$ cat src/rtl/pipe_hazard_ctrl.sv
// Pipeline enable/flush sequencer for the 5-stage RV32 core.
// Resolves load-use, redirect, memory wait and halt-drain; counts stalls/flushes.
module pipe_hazard_ctrl #(
    parameter int DRAIN_CYCLES = 3,
    parameter int CNT_W        = 16
) (
    input  logic             clk,
    input  logic             reset,
    input  logic [4:0]       if_id_rs1,
    input  logic [4:0]       if_id_rs2,
    input  logic [4:0]       id_ex_rd,
    input  logic             id_ex_memread,
    input  logic             id_ex_halt,
    input  logic             ex_redirect,
    input  logic             mem_access,
    input  logic             dmem_ready,
    output logic             pc_en,
    output logic             if_id_en,
    output logic             if_id_flush,
    output logic             id_ex_en,
    output logic             id_ex_flush,
    output logic             ex_mem_en,
    output logic             mem_wb_en,
    output logic             mem_wb_flush,
    output logic             halted,
    output logic [CNT_W-1:0] stall_cnt,
    output logic [CNT_W-1:0] flush_cnt
);

    localparam logic [1:0] RUN    = 2'd0;
    localparam logic [1:0] DRAIN  = 2'd1;
    localparam logic [1:0] HALTED = 2'd2;

    localparam logic [3:0] DRAIN_LOAD = 4'(DRAIN_CYCLES - 1);

    logic [1:0]       state_q, state_d;
    logic [3:0]       drain_q, drain_d;
    logic [CNT_W-1:0] stall_q, stall_d;
    logic [CNT_W-1:0] flush_q, flush_d;

    logic memstall;
    logic loaduse;
    logic in_run;
    logic in_halted;
    logic do_halt;
    logic do_redirect;
    logic do_loaduse;
    logic stall_inc;
    logic flush_inc;

    assign memstall = mem_access & ~dmem_ready;
    assign loaduse  = id_ex_memread & (id_ex_rd != 5'd0)
                    & ((id_ex_rd == if_id_rs1) | (id_ex_rd == if_id_rs2));

    assign in_run    = (state_q == RUN);
    assign in_halted = (state_q == HALTED);

    assign do_halt     = in_run & ~memstall & id_ex_halt;
    assign do_redirect = in_run & ~memstall & ~id_ex_halt & ex_redirect;
    assign do_loaduse  = in_run & ~memstall & ~id_ex_halt & ~ex_redirect
                       & loaduse;

    assign stall_inc = (~in_halted & memstall) | do_loaduse;
    assign flush_inc = do_redirect;

    always_comb begin
        pc_en        = 1'b0;
        if_id_en     = 1'b0;
        if_id_flush  = 1'b0;
        id_ex_en     = 1'b0;
        id_ex_flush  = 1'b0;
        ex_mem_en    = 1'b0;
        mem_wb_en    = 1'b0;
        mem_wb_flush = 1'b0;
        if (in_halted) begin
            pc_en = 1'b0;
        end else if (memstall) begin
            // Only MEM/WB advances, taking a bubble behind the waiting access.
            mem_wb_en    = 1'b1;
            mem_wb_flush = 1'b1;
        end else if (!in_run || do_halt) begin
            if_id_en    = 1'b1;
            if_id_flush = 1'b1;
            id_ex_en    = 1'b1;
            id_ex_flush = 1'b1;
            ex_mem_en   = 1'b1;
            mem_wb_en   = 1'b1;
        end else if (do_redirect) begin
            pc_en       = 1'b1;
            if_id_en    = 1'b1;
            if_id_flush = 1'b1;
            id_ex_en    = 1'b1;
            id_ex_flush = 1'b1;
            ex_mem_en   = 1'b1;
            mem_wb_en   = 1'b1;
        end else if (do_loaduse) begin
            id_ex_en    = 1'b1;
            id_ex_flush = 1'b1;
            ex_mem_en   = 1'b1;
            mem_wb_en   = 1'b1;
        end else begin
            pc_en     = 1'b1;
            if_id_en  = 1'b1;
            id_ex_en  = 1'b1;
            ex_mem_en = 1'b1;
            mem_wb_en = 1'b1;
        end
    end

    always_comb begin
        state_d = state_q;
        drain_d = drain_q;
        if (do_halt) begin
            state_d = DRAIN;
            drain_d = DRAIN_LOAD;
        end else if (state_q == DRAIN && !memstall) begin
            if (drain_q == 4'd0) begin
                state_d = HALTED;
            end else begin
                drain_d = drain_q - 4'd1;
            end
        end
    end

    always_comb begin
        stall_d = stall_q;
        flush_d = flush_q;
        if (stall_inc && stall_q != {CNT_W{1'b1}}) begin
            stall_d = stall_q + 1'b1;
        end
        if (flush_inc && flush_q != {CNT_W{1'b1}}) begin
            flush_d = flush_q + 1'b1;
        end
    end

    always_ff @(posedge clk) begin
        if (reset) begin
            state_q <= RUN;
            drain_q <= 4'd0;
            stall_q <= '0;
            flush_q <= '0;
        end else begin
            state_q <= state_d;
            drain_q <= drain_d;
            stall_q <= stall_d;
            flush_q <= flush_d;
        end
    end

    assign halted    = in_halted;
    assign stall_cnt = stall_q;
    assign flush_cnt = flush_q;

endmodule

$ cat config.mk
export PLATFORM = sky130hd
export DESIGN_NAME = pipe_hazard_ctrl
export DESIGN_NICKNAME = d
export VERILOG_FILES = /design/src/rtl/pipe_hazard_ctrl.sv
export SDC_FILE = /design/constraint.sdc
export NUM_CORES = 1
export LEC_CHECK = 0
export ABC_AREA = 1
export BUFFER_PORTS_ARGS = -buffer_cell sky130_fd_sc_hd__buf_2
export CORE_MARGIN = 3
export CORE_UTILIZATION = 30
export CTS_CLUSTER_SIZE = 8
export DETAILED_ROUTE_END_ITERATION = 6
export SLEW_MARGIN = 20
export SYNTH_ARGS = -nofsm -noshare
export SYNTH_HDL_FRONTEND = slang
export SYNTH_SLANG_ARGS = --single-unit
$ cat constraint.sdc
create_clock -name clk -period 1.6 [get_ports clk]
set_input_delay 0 -clock clk [delete_from_list [all_inputs] [get_ports clk]]
set_output_delay 0 -clock clk [all_outputs]
set_load 0.01 [all_outputs]
==> metrics.cfg, run 1 <==
[run_status]
status=finished clean

[placement]
dpl.hpwl_um=4870
place_ws_ns=-0.0571
placedCellCount=569
place.gp.congestion=0.836
port_buffers=62

[yosys]
synth_top_cell_by_area=dfxtp_1
synth_edf_count=0
ys_warn_count=0
async_reset_ff_share_pct=0
synth.distinct_cells=29
synth_top_cells_by_area=dfxtp_1 (32%), nand2_1 (16%), nor2_1 (10%)
synth-seq-cells=38
syn-num-nets=413
syn_area_per_cell_um2=6.12
yosysSeqAreaShare_pct=32.0
syn_inst=388
syn_area_mm2=0.00238
synth_top_area_share_pct=32.0
ys.flop_type=dfxtp_1

[setup_path]
slowest_delay_ns=0.35
crit_fanout=6
path_class=reg2reg
crit_buf_inv=2
slowest_stage=dfxtp_2
critPathMostFrequentCell=nand2_1
worstPathRequired_ns=1.77
cp.arrival_ns=1.72
cp-start-kind=register
cp_top_family=simple AND/OR/NAND/NOR gates
path_cells=ha_4 > nand2_2 > inv_2 > nand2_2 > nor3_4 > nand3_2 > nand2_4 > clkinvlp_4 > nand2_1 > nand2_1 > nand2_1 > nor2_1
worst_setup_path_end_kind=register

[die]
fp.dieArea_mm2=0.00902
chipHeight_um=95.0
start_util_pct=31.9
core-area_mm2=0.00745
fp-row-count=31
die_w_um=95.0
ios=63

[pwr]
pwr-share-comb_pct=16.8
power_switching_share_pct=27.2
irDropWorstVdd_mv=0.481
power_frac_clock_pct=33.5
p_per_area_mw_per_mm2=613
p_seq_share_pct=49.7
p_int_uw=1430
switchingPower_uw=534
p_leak_uw=0.00155

[clock_tree]
root_buffer=clkbuf_8
htreeDepth=2
cts_sinks=38
cts_hold_buffers=0
cts_tree=built
path_clk_slew_ns=0.07
clk_path_buf_depth=2
cts_inserted_buffers=5
clkLatencyLatePin_ns=0.28

[sta]
hold_viol_final=0
finalMaxSlewViolations=0
setup_ws_ns=0.0472
clock_skew_ns=0.00430
worst_slew_pin_slew_ns=0.356
min_period_ns=1.55
setup_viol=0
setup_tns_ns=0
grt_setup_unrepaired=true
whs_ns=0.0616
fmax_mhz=644
slew_headroom_pct=76.1
fin_crit_sh_pct=97.0

[route]
firstDrtPassIters=6
wire_per_inst_um=11.0
drt-total-wl_um=6410
num_vias=2665
vias_per_cell=4.57
drc=0
first_iter_violations=64
ant_nets=0

[finish]
drive_gt1_share_pct=29.1
antennaDiodeCount=0
layout.nets=510
fillers=833
area_growth_pct=35.1
final_cell_count_no_fill=583

[global_route]
overflow=0
antenna_found_initial=0
first_global_vias=2477
grt_pass1_wl_um=10600
grt_max_degree=32
grtUsageTotal_pct=14.5

[hold_path]
hold_path.class=in2reg

[run]
maxCapViolations=0

==> kinds of logic after synthesis <==
logic type | share of synthesized area (%)
simple gates | 41.3
buf+inv | 12.6
compound gates | 8.43
flops | 32.0
xor+xnor | 4.05
fa+ha+maj | 1.58
==> per-layer routing <==
layer / track usage [%] / up-vias / share of wire, %
li1: - / 1404 / -
met1: 18.4 / 1213 / 47
met2: 25.1 / 41 / 49
met3: 2.79 / 7 / 3.6
met4: 3.61 / 0 / 1.0
met5: 0 / - / 0
==> placed cells by master, fill, tap and decap left out, types with 2 or more instances in the layout <==
cell type	instances
a21oi_1	28
buf_2	62
buf_4	37
clkbuf_8	6
clkinvlp_4	2
dfxtp_1	33
dfxtp_2	5
inv_1	54
inv_2	4
nand2_1	95
nand2_2	7
nand2_4	2
nand3_1	31
nand3_2	3
nand4_1	5
nor2_1	61
nor2_2	4
nor2_4	2
nor3_1	8
nor4_1	2
o21ai_0	8
xnor2_1	7
xor2_1	4
==> power groups by stage <==
stage	registers (µW)	clock network, µW	logic, µW
CTS	977	692	326
detailed placement	996	0	319
finish	977	659	329
floorplan	1000	0	185
global placement	996	0	311
global route	979	718	370
==> per-stage QoR <==
step / instance area, µm² / power [µW] / util, %
floorplan: 2380 / 1190 / -
global placement: 2980 / 1310 / 40.0
detailed placement: 2980 / 1320 / 40.0
CTS: 3130 / 2000 / 42.0
global route: 3210 / 2070 / 43.1
finish: 3210 / 1970 / 43.1
==> area by class of cell <==
cell class	count	area [µm²]	share of cell area, %
Timing Repair Buffer	100	608	18.9
Clock buffer	6	82.6	2.57
Tap cell	99	124	3.86
Inverter	59	225	7.02
Sequential cell	38	767	23.9
Multi-Input combinational cell	280	1400	43.5
Timing Repair inverter	1	7.51	0.234
==> Yosys cell counts (2+ instances only) <==
library cell and number:
xor2_1 4, nand2_1 99, xnor2_1 7, o21ai_0 9, buf_2 2, nor3_1 9
nand3_1 33, nor4_1 2, dfxtp_1 38, a21oi_1 28, inv_1 56, inv_2 3
nor2_1 65, nand4_1 5, buf_4 7, nand3_2 2, ha_1 3, nand2_2 4
nor3b_1 2
==> flip-flops by register name, summed over array words and instances, names as in the netlist <==
signal	flops
state_q	2
flush_cnt	16
drain_q	4
stall_cnt	16
==> worst paths after layout <==
| path | slack [ns] | to | from | depth (start not counted) |
|---|---|---|---|---|
| setup reg to reg | 0.05 | flush_cnt[9]$_SDFFE_PP0P_ | flush_cnt[0]$_SDFFE_PP0P_ | 12 |
| hold reg to reg | 0.46 | drain_q[0]$_SDFFE_PP0P_ | drain_q[0]$_SDFFE_PP0P_ | 2 |
| hold / removal | 0.06 | drain_q[1]$_SDFFE_PP0P_ | reset | 2 |
| setup / recovery | 0.05 | flush_cnt[9]$_SDFFE_PP0P_ | flush_cnt[0]$_SDFFE_PP0P_ | 12 |
==> what timing repair did <==
item,in CTS,in global routing
buffers inserted,4,3
pin swaps,4,7
gates cloned,1,0
resized for setup,11,17
endpoints found under the setup margin,9,31
(Power assumes the default switching activity.)
==> run 2: changes to the inputs <==
--- a/config.mk
+++ b/config.mk
@@ -6,5 +6,4 @@
 export NUM_CORES = 1
 export LEC_CHECK = 0
-export ABC_AREA = 1
 export BUFFER_PORTS_ARGS = -buffer_cell sky130_fd_sc_hd__buf_2
 export CORE_MARGIN = 3
==> constraint.sdc (replaced) <==
create_clock -name clk -period 1.6 [get_ports clk]
set_input_delay 0.08 -clock clk [delete_from_list [all_inputs] [get_ports clk]]
set_output_delay 0.08 -clock clk [all_outputs]
set_load 0.01 [all_outputs]
==> metrics.cfg, run 2 <==
[run_status]
status=finished with violations
violations=negative setup slack

[placement]
port_buffers=62
dpl.hpwl_um=4450
dpl-instance-area_mm2=0.00301
place.gp.congestion=0.825
place_ws_ns=-0.170
placedCellCount=451

[yosys]
synth_most_common_cell=dfxtp_1
syn_area_mm2=0.00206
ys.flop_type=dfxtp_1
synthAdderAreaFrac_pct=1.82
synth_top_family_by_area=simple AND/OR/NAND/NOR gates
synth-seq-cells=38
async_reset_ff_share_pct=0
synthTopCellsByCount=dfxtp_1 (38), nor2_1 (30), nand2_1 (18)
synthSimpleGateAreaFrac_pct=30.8
synth_xor_area_share_pct=10.2
synthMuxAreaShare_pct=3.04
synth_top_area_share_pct=37.0
syn-num-nets=281
synth.distinct_cells=44
yosysSeqAreaShare_pct=37.0
synth_edf_count=0
synth_top_cells_by_area=dfxtp_1 (37%), xnor2_1 (6.8%), nor2_1 (5.5%)
syn_inst=256
synth_compound_area_share_pct=13.1
synth_top_cell_by_area=dfxtp_1
syn_area_per_cell_um2=8.04
ys_warn_count=0

[sta]
worst_slew_pin_slew_ns=0.426
slew_headroom_pct=71.3
hold_viol_final=0
setup_viol=26
min_period_ns=1.75
setup_tns_ns=-1.49
setup_ws_ns=-0.145
clock_skew_ns=0.0149
fin_crit_sh_pct=109
fmax_mhz=573
grt_setup_unrepaired=true
finalMaxSlewViolations=0

[die]
die_w_um=88.8
start_util_pct=31.7
fp.dieArea_mm2=0.00789
core-area_mm2=0.00649
chipHeight_um=88.8
fp-row-count=29
ios=63

[finish]
final_cell_count_no_fill=475
antennaDiodeCount=0
layout.nets=422
area_growth_pct=73.1
final_common_cell=buf_4
drive_gt1_share_pct=58.8
layout_common_cells=buf_4 (73), buf_2 (63), nor2_1 (26), dfxtp_2 (20), xnor2_1 (15)
finalInstanceArea_mm2=0.00356

[clock_tree]
cts_sinks=38
cts_hold_buffers=0
cts_tree=built
clk_path_buf_depth=2
htreeDepth=2
cts_inserted_buffers=5
path_clk_slew_ns=0.09
clkLatencyLatePin_ns=0.29
root_buffer=clkbuf_8

[setup_path]
cp_top_family=simple AND/OR/NAND/NOR gates
cp.arrival_ns=1.96
crit_fanout=4
slowest_delay_ns=0.58
worst_setup_path_end_kind=register
slowest_stage=or4_4
cp-start-kind=register
path_class=reg2reg
path_cells=and4_4 > nand3_2 > or4_4 > or3_1 > a21oi_1
worstPathRequired_ns=1.81
crit_buf_inv=0

[route]
firstDrtPassIters=4
ant_nets=0
drt-total-wl_um=6410
first_iter_violations=62
wl_met1_um=2710
vias_per_cell=4.97
drc=0
highest_layer=met4
wl_met2_um=3330
wire_per_inst_um=13.5
num_vias=2360
route.met3.wl_um=270

[global_route]
first_global_vias=2251
overflow=0
antenna_found_initial=0
grt_pass1_wl_um=9660
grt_max_degree=24
grtUsageTotal_pct=15.2

[hold_path]
hold_path.class=in2reg

[pwr]
irDropWorstVdd_mv=0.423
p_leak_uw=0.00159
p_per_area_mw_per_mm2=630
total_power_uw=2240

[run]
maxCapViolations=0

run 2: cell types whose count changed in the layout (fill, tap and decap cells not counted), moves of 8 or more:
cell,delta
nor2_1,-35
dfxtp_2,+15
dfxtp_1,-20
a21oi_1,-14
inv_1,-47
or3_1,+10
xnor2_1,+8
nand3_1,-21
nand2_1,-82
buf_4,+36
run 2: stage by stage:
step	hold WS (ns)	util, %
after floorplan	0.275	-
after global routing	0.203	54.9
after global placement	0.464	46.4
after detailed placement	0.475	46.4
after CTS	0.177	50.5
final	0.184	54.9
run 2: metal layers:
metal	global-route usage, %	vias to the layer above
met4	3.71	0
met2	27.5	51
met3	3.17	12
met1	18.2	1090
met5	0	-
li1	-	1207
run 2: cell type report:
type                            instances  area (µm²)
Multi-Input combinational cell        199        1580
Inverter                               11        41.3
Timing Repair Buffer                  142         931
Tap cell                               77        96.3
Clock inverter                          1        30.0
Sequential cell                        38         805
Fill cell                             587        2930
Clock buffer                            7        76.3
run 2: power by group:
part	leakage, µW	internal, µW	switching (µW)
clock	0.0000524	467	343
sequential	0.000321	963	24.0
combinational	0.00121	225	222
run 2: worst paths after layout:
path	slack (ns)	start	depth (start not counted)	end
max reg2reg	-0.15	flush_cnt[3]$_SDFFE_PP0P_	5	flush_cnt[11]$_SDFFE_PP0P_
min	0.18	reset	2	stall_cnt[14]$_SDFFE_PP0P_
max	-0.15	flush_cnt[3]$_SDFFE_PP0P_	5	flush_cnt[11]$_SDFFE_PP0P_
min reg2reg	0.51	drain_q[1]$_SDFFE_PP0P_	2	drain_q[1]$_SDFFE_PP0P_
run 2: repair_timing:
action                                  CTS  global route
endpoints found under the setup margin   25            36
hold endpoints to repair                  0             0
gates resized for setup                  23            53
setup buffers                             7             7
cloned                                    1             1
pin swaps                                25            43
run 2: logic make-up (layout without fill, tap and decap cells):
family                     after synthesis  count (layout)
buffers and inverters                   20             161
adders and majority gates                3               3
and+or+nand+nor                        121             121
muxes                                    6               6
xor gates and xnor gates                24              24
AOI/OAI and AO/OA                       44              45
DFF                                     38              38
==> run 3: changes to the inputs <==
Settings changed: CELL_PAD_IN_SITES_DETAIL_PLACEMENT set to 2, CELL_PAD_IN_SITES_GLOBAL_PLACEMENT set to 2, CORE_UTILIZATION 30 to 28, PLACE_DENSITY_LB_ADDON set to 0.1.
==> metrics.cfg, run 3 <==
[clock_tree]
cts_inserted_buffers=5
htreeDepth=2
cts_sinks=38
cts_hold_buffers=0
clk_path_buf_depth=2
root_buffer=clkbuf_8

[yosys]
ys.flop_type=dfxtp_1
syn_area_mm2=0.00206
synth_top_cell_by_area=dfxtp_1
synth.distinct_cells=44
async_reset_ff_share_pct=0
synthTopCellsByCount=dfxtp_1 (38), nor2_1 (30), nand2_1 (18)
synth-seq-cells=38
synth_top_cells_by_area=dfxtp_1 (37%), xnor2_1 (6.8%), nor2_1 (5.5%)
synth_top_area_share_pct=37.0
yosysSeqAreaShare_pct=37.0
syn_inst=256
ys_warn_count=0
syn-num-nets=281
synth_edf_count=0
synth_most_common_cell=dfxtp_1
syn_area_per_cell_um2=8.04

[placement]
place_ws_ns=-0.316
place.gp.congestion=0.734
port_buffers=62
dpl-instance-area_mm2=0.00307
dpl.hpwl_um=6190

[die]
ios=63
die_w_um=91.7
fp-row-count=30
chipHeight_um=91.7
start_util_pct=29.6

[sta]
grt-worst-endpoint=stall_cnt[1]$_SDFFE_PP0P_/D
worst_endpoint_kind=sequential cell input

[global_route]
grt_max_degree=19
antenna_found_initial=0

[run_status]
firstError=[ERROR DPL-0033] detailed placement checks failed during check placement.
status=did not finish
haltStage=global routing (5_1_grt)

==> run 3: cell counts after synthesis <==
No cell type changed its count.
==> run 3: kinds of logic after synthesis <==
group           after synthesis  share of synthesized area (%)
compound gates               44                           13.1
xor+xnor                     24                           10.2
fa+ha+maj                     3                           1.82
buf+inv                      20                           4.01
flops                        38                           37.0
mux                           6                           3.04
simple gates                121                           30.8
==> run 3: what timing repair did <==
action                                  in CTS
pin swaps                                   19
gates cloned                                 1
resized for setup                           43
endpoints found under the setup margin      29
setup buffers                               10
==> run 3: through the flow <==
| step | cells | hold WS [ns] |
|---|---|---|
| after floorplan | 256 | 0.275 |
| after global placement | 474 | 0.469 |
| after detailed placement | 474 | 0.481 |
| after CTS | 493 | 0.192 |
==> run 4: changes to the inputs <==
Settings changed: CELL_PAD_IN_SITES_DETAIL_PLACEMENT 2 to not set, CELL_PAD_IN_SITES_GLOBAL_PLACEMENT 2 to not set, CORE_UTILIZATION 28 to 20, CTS_CLUSTER_SIZE 8 to not set, PLACE_DENSITY_LB_ADDON 0.1 to 0.15.
==> metrics.cfg, run 4 (synthesized netlist as in run 2, its figures left out) <==
[sta]
setup_ws_ns=-0.132
clock_skew_ns=0.00703
slew_headroom_pct=64.8
fmax_mhz=577
min_period_ns=1.73
hold_viol_final=0
finalMaxSlewViolations=0
grt_setup_unrepaired=true
fin_crit_sh_pct=108
worst_slew_pin_slew_ns=0.528
setup_viol=22

[finish]
drive_gt1_share_pct=59.0
fillers=1059
final_common_cell=buf_4
seqCellArea_um2=806
multiInputGateArea_mm2=0.00160
layout.nets=429
area_growth_pct=80.4
layout_common_cells=buf_4 (79), buf_2 (59), nor2_1 (27), dfxtp_2 (18), xnor2_1 (15)
antennaDiodeCount=0

[route]
vias_per_cell=4.41
firstDrtPassIters=4
wire_per_inst_um=13.0
drt-total-wl_um=6980
ant_nets=0
drc=0
first_iter_violations=47
num_vias=2375

[setup_path]
worst_setup_path_end_kind=register
slowest_delay_ns=0.54
crit_fanout=4
crit_buf_inv=0
path_cells=and4_4 > nand3_4 > or4_4 > or3_1 > a21oi_1
cp-start-kind=register
worstPathRequired_ns=1.82
slowest_stage=or4_4
path_class=reg2reg
cp_top_family=simple AND/OR/NAND/NOR gates
cp.arrival_ns=1.95

[pwr]
p_leak_uw=0.00161
irDropWorstVdd_mv=0.276
total_power_uw=2190
p_per_area_mw_per_mm2=591

[placement]
port_buffers=62
dpl.hpwl_um=5140
place_ws_ns=-0.201
place.gp.congestion=0.761

[run_status]
status=finished with violations
violations=negative setup slack

[die]
fp-row-count=36
die_w_um=107
fp.dieArea_mm2=0.0115
chipHeight_um=107
core-area_mm2=0.00991
ios=63
start_util_pct=20.8

[hold_path]
hold_path.class=in2reg

[global_route]
grt_pass1_wl_um=11100
grt_max_degree=25
antenna_found_initial=0
first_global_vias=2311
overflow=0
grtUsageTotal_pct=11.9

[clock_tree]
cts_inserted_buffers=5
clkLatencyLatePin_ns=0.29
cts_sinks=38
clk_path_buf_depth=2
cts_hold_buffers=0
cts_tree=built
root_buffer=clkbuf_8
htreeDepth=2
path_clk_slew_ns=0.08

[run]
maxCapViolations=0

==> run 4: routing by layer <==
layer | share of wire [%] | up-vias | global-route usage [%]
met1 | 44 | 1130 | 14.2
met3 | 3.2 | 2 | 2.10
met5 | 0 | - | 0
met4 | 0.65 | 0 | 2.98
met2 | 52 | 34 | 21.8
li1 | - | 1209 | -
==> run 4: power by group <==
group | leakage [µW] | internal (µW) | switching [µW]
combinational | 0.00124 | 262 | 233
clock | 0.0000482 | 349 | 363
sequential | 0.000320 | 962 | 25.1
total | 0.00161 | 1570 | 621
==> run 4: path summary, 6_finish.rpt <==
| path | slack [ns] | startpoint | endpoint | cells past startpoint |
|---|---|---|---|---|
| worst max register to register | -0.13 | flush_cnt[3]$_SDFFE_PP0P_ | flush_cnt[13]$_SDFFE_PP0P_ | 5 |
| worst min-delay path | 0.18 | id_ex_halt | state_q[0]$_SDFFE_PP0P_ | 3 |
| worst min register to register | 0.52 | drain_q[1]$_SDFFE_PP0P_ | drain_q[1]$_SDFFE_PP0P_ | 2 |
| worst max-delay path | -0.13 | flush_cnt[3]$_SDFFE_PP0P_ | flush_cnt[13]$_SDFFE_PP0P_ | 5 |
==> run 4: cell type report <==
class | instances | area share [%]
clock inverter | 1 | 0.135
clock buffer | 7 | 2.33
timing repair buffer | 149 | 27.3
inverter | 11 | 1.11
tap | 133 | 4.48
sequential | 38 | 21.7
multi-input combinational | 199 | 43.0
==> run 4: per-stage QoR <==
step	utilization, %	TNS (ns)	area, µm²	std cells	hold WS (ns)
after floorplan	-	-0.504	2170	256	0.275
after global placement	31.6	-2.44	3140	514	0.468
after detailed placement	31.6	-2.95	3140	514	0.466
after CTS	34.5	-2.48	3410	527	0.155
after global routing	37.5	-4.29	3710	538	0.225
final	37.5	-1.51	3710	538	0.183
==> run 4: repair_timing <==
action                                  4_1_cts  5_1_grt
buffers inserted                              4       11
endpoints found under the setup margin       26       38
pin swaps                                    17       33
gates cloned                                  1        1
gates resized for setup                      33       46
==> run 4: worst reg2reg max path, cell delays in order (launching register included) <==
cell and delay, ns:
dfxtp_2 0.33, and4_4 0.25, nand3_4 0.08, or4_4 0.54
or3_1 0.32, a21oi_1 0.13
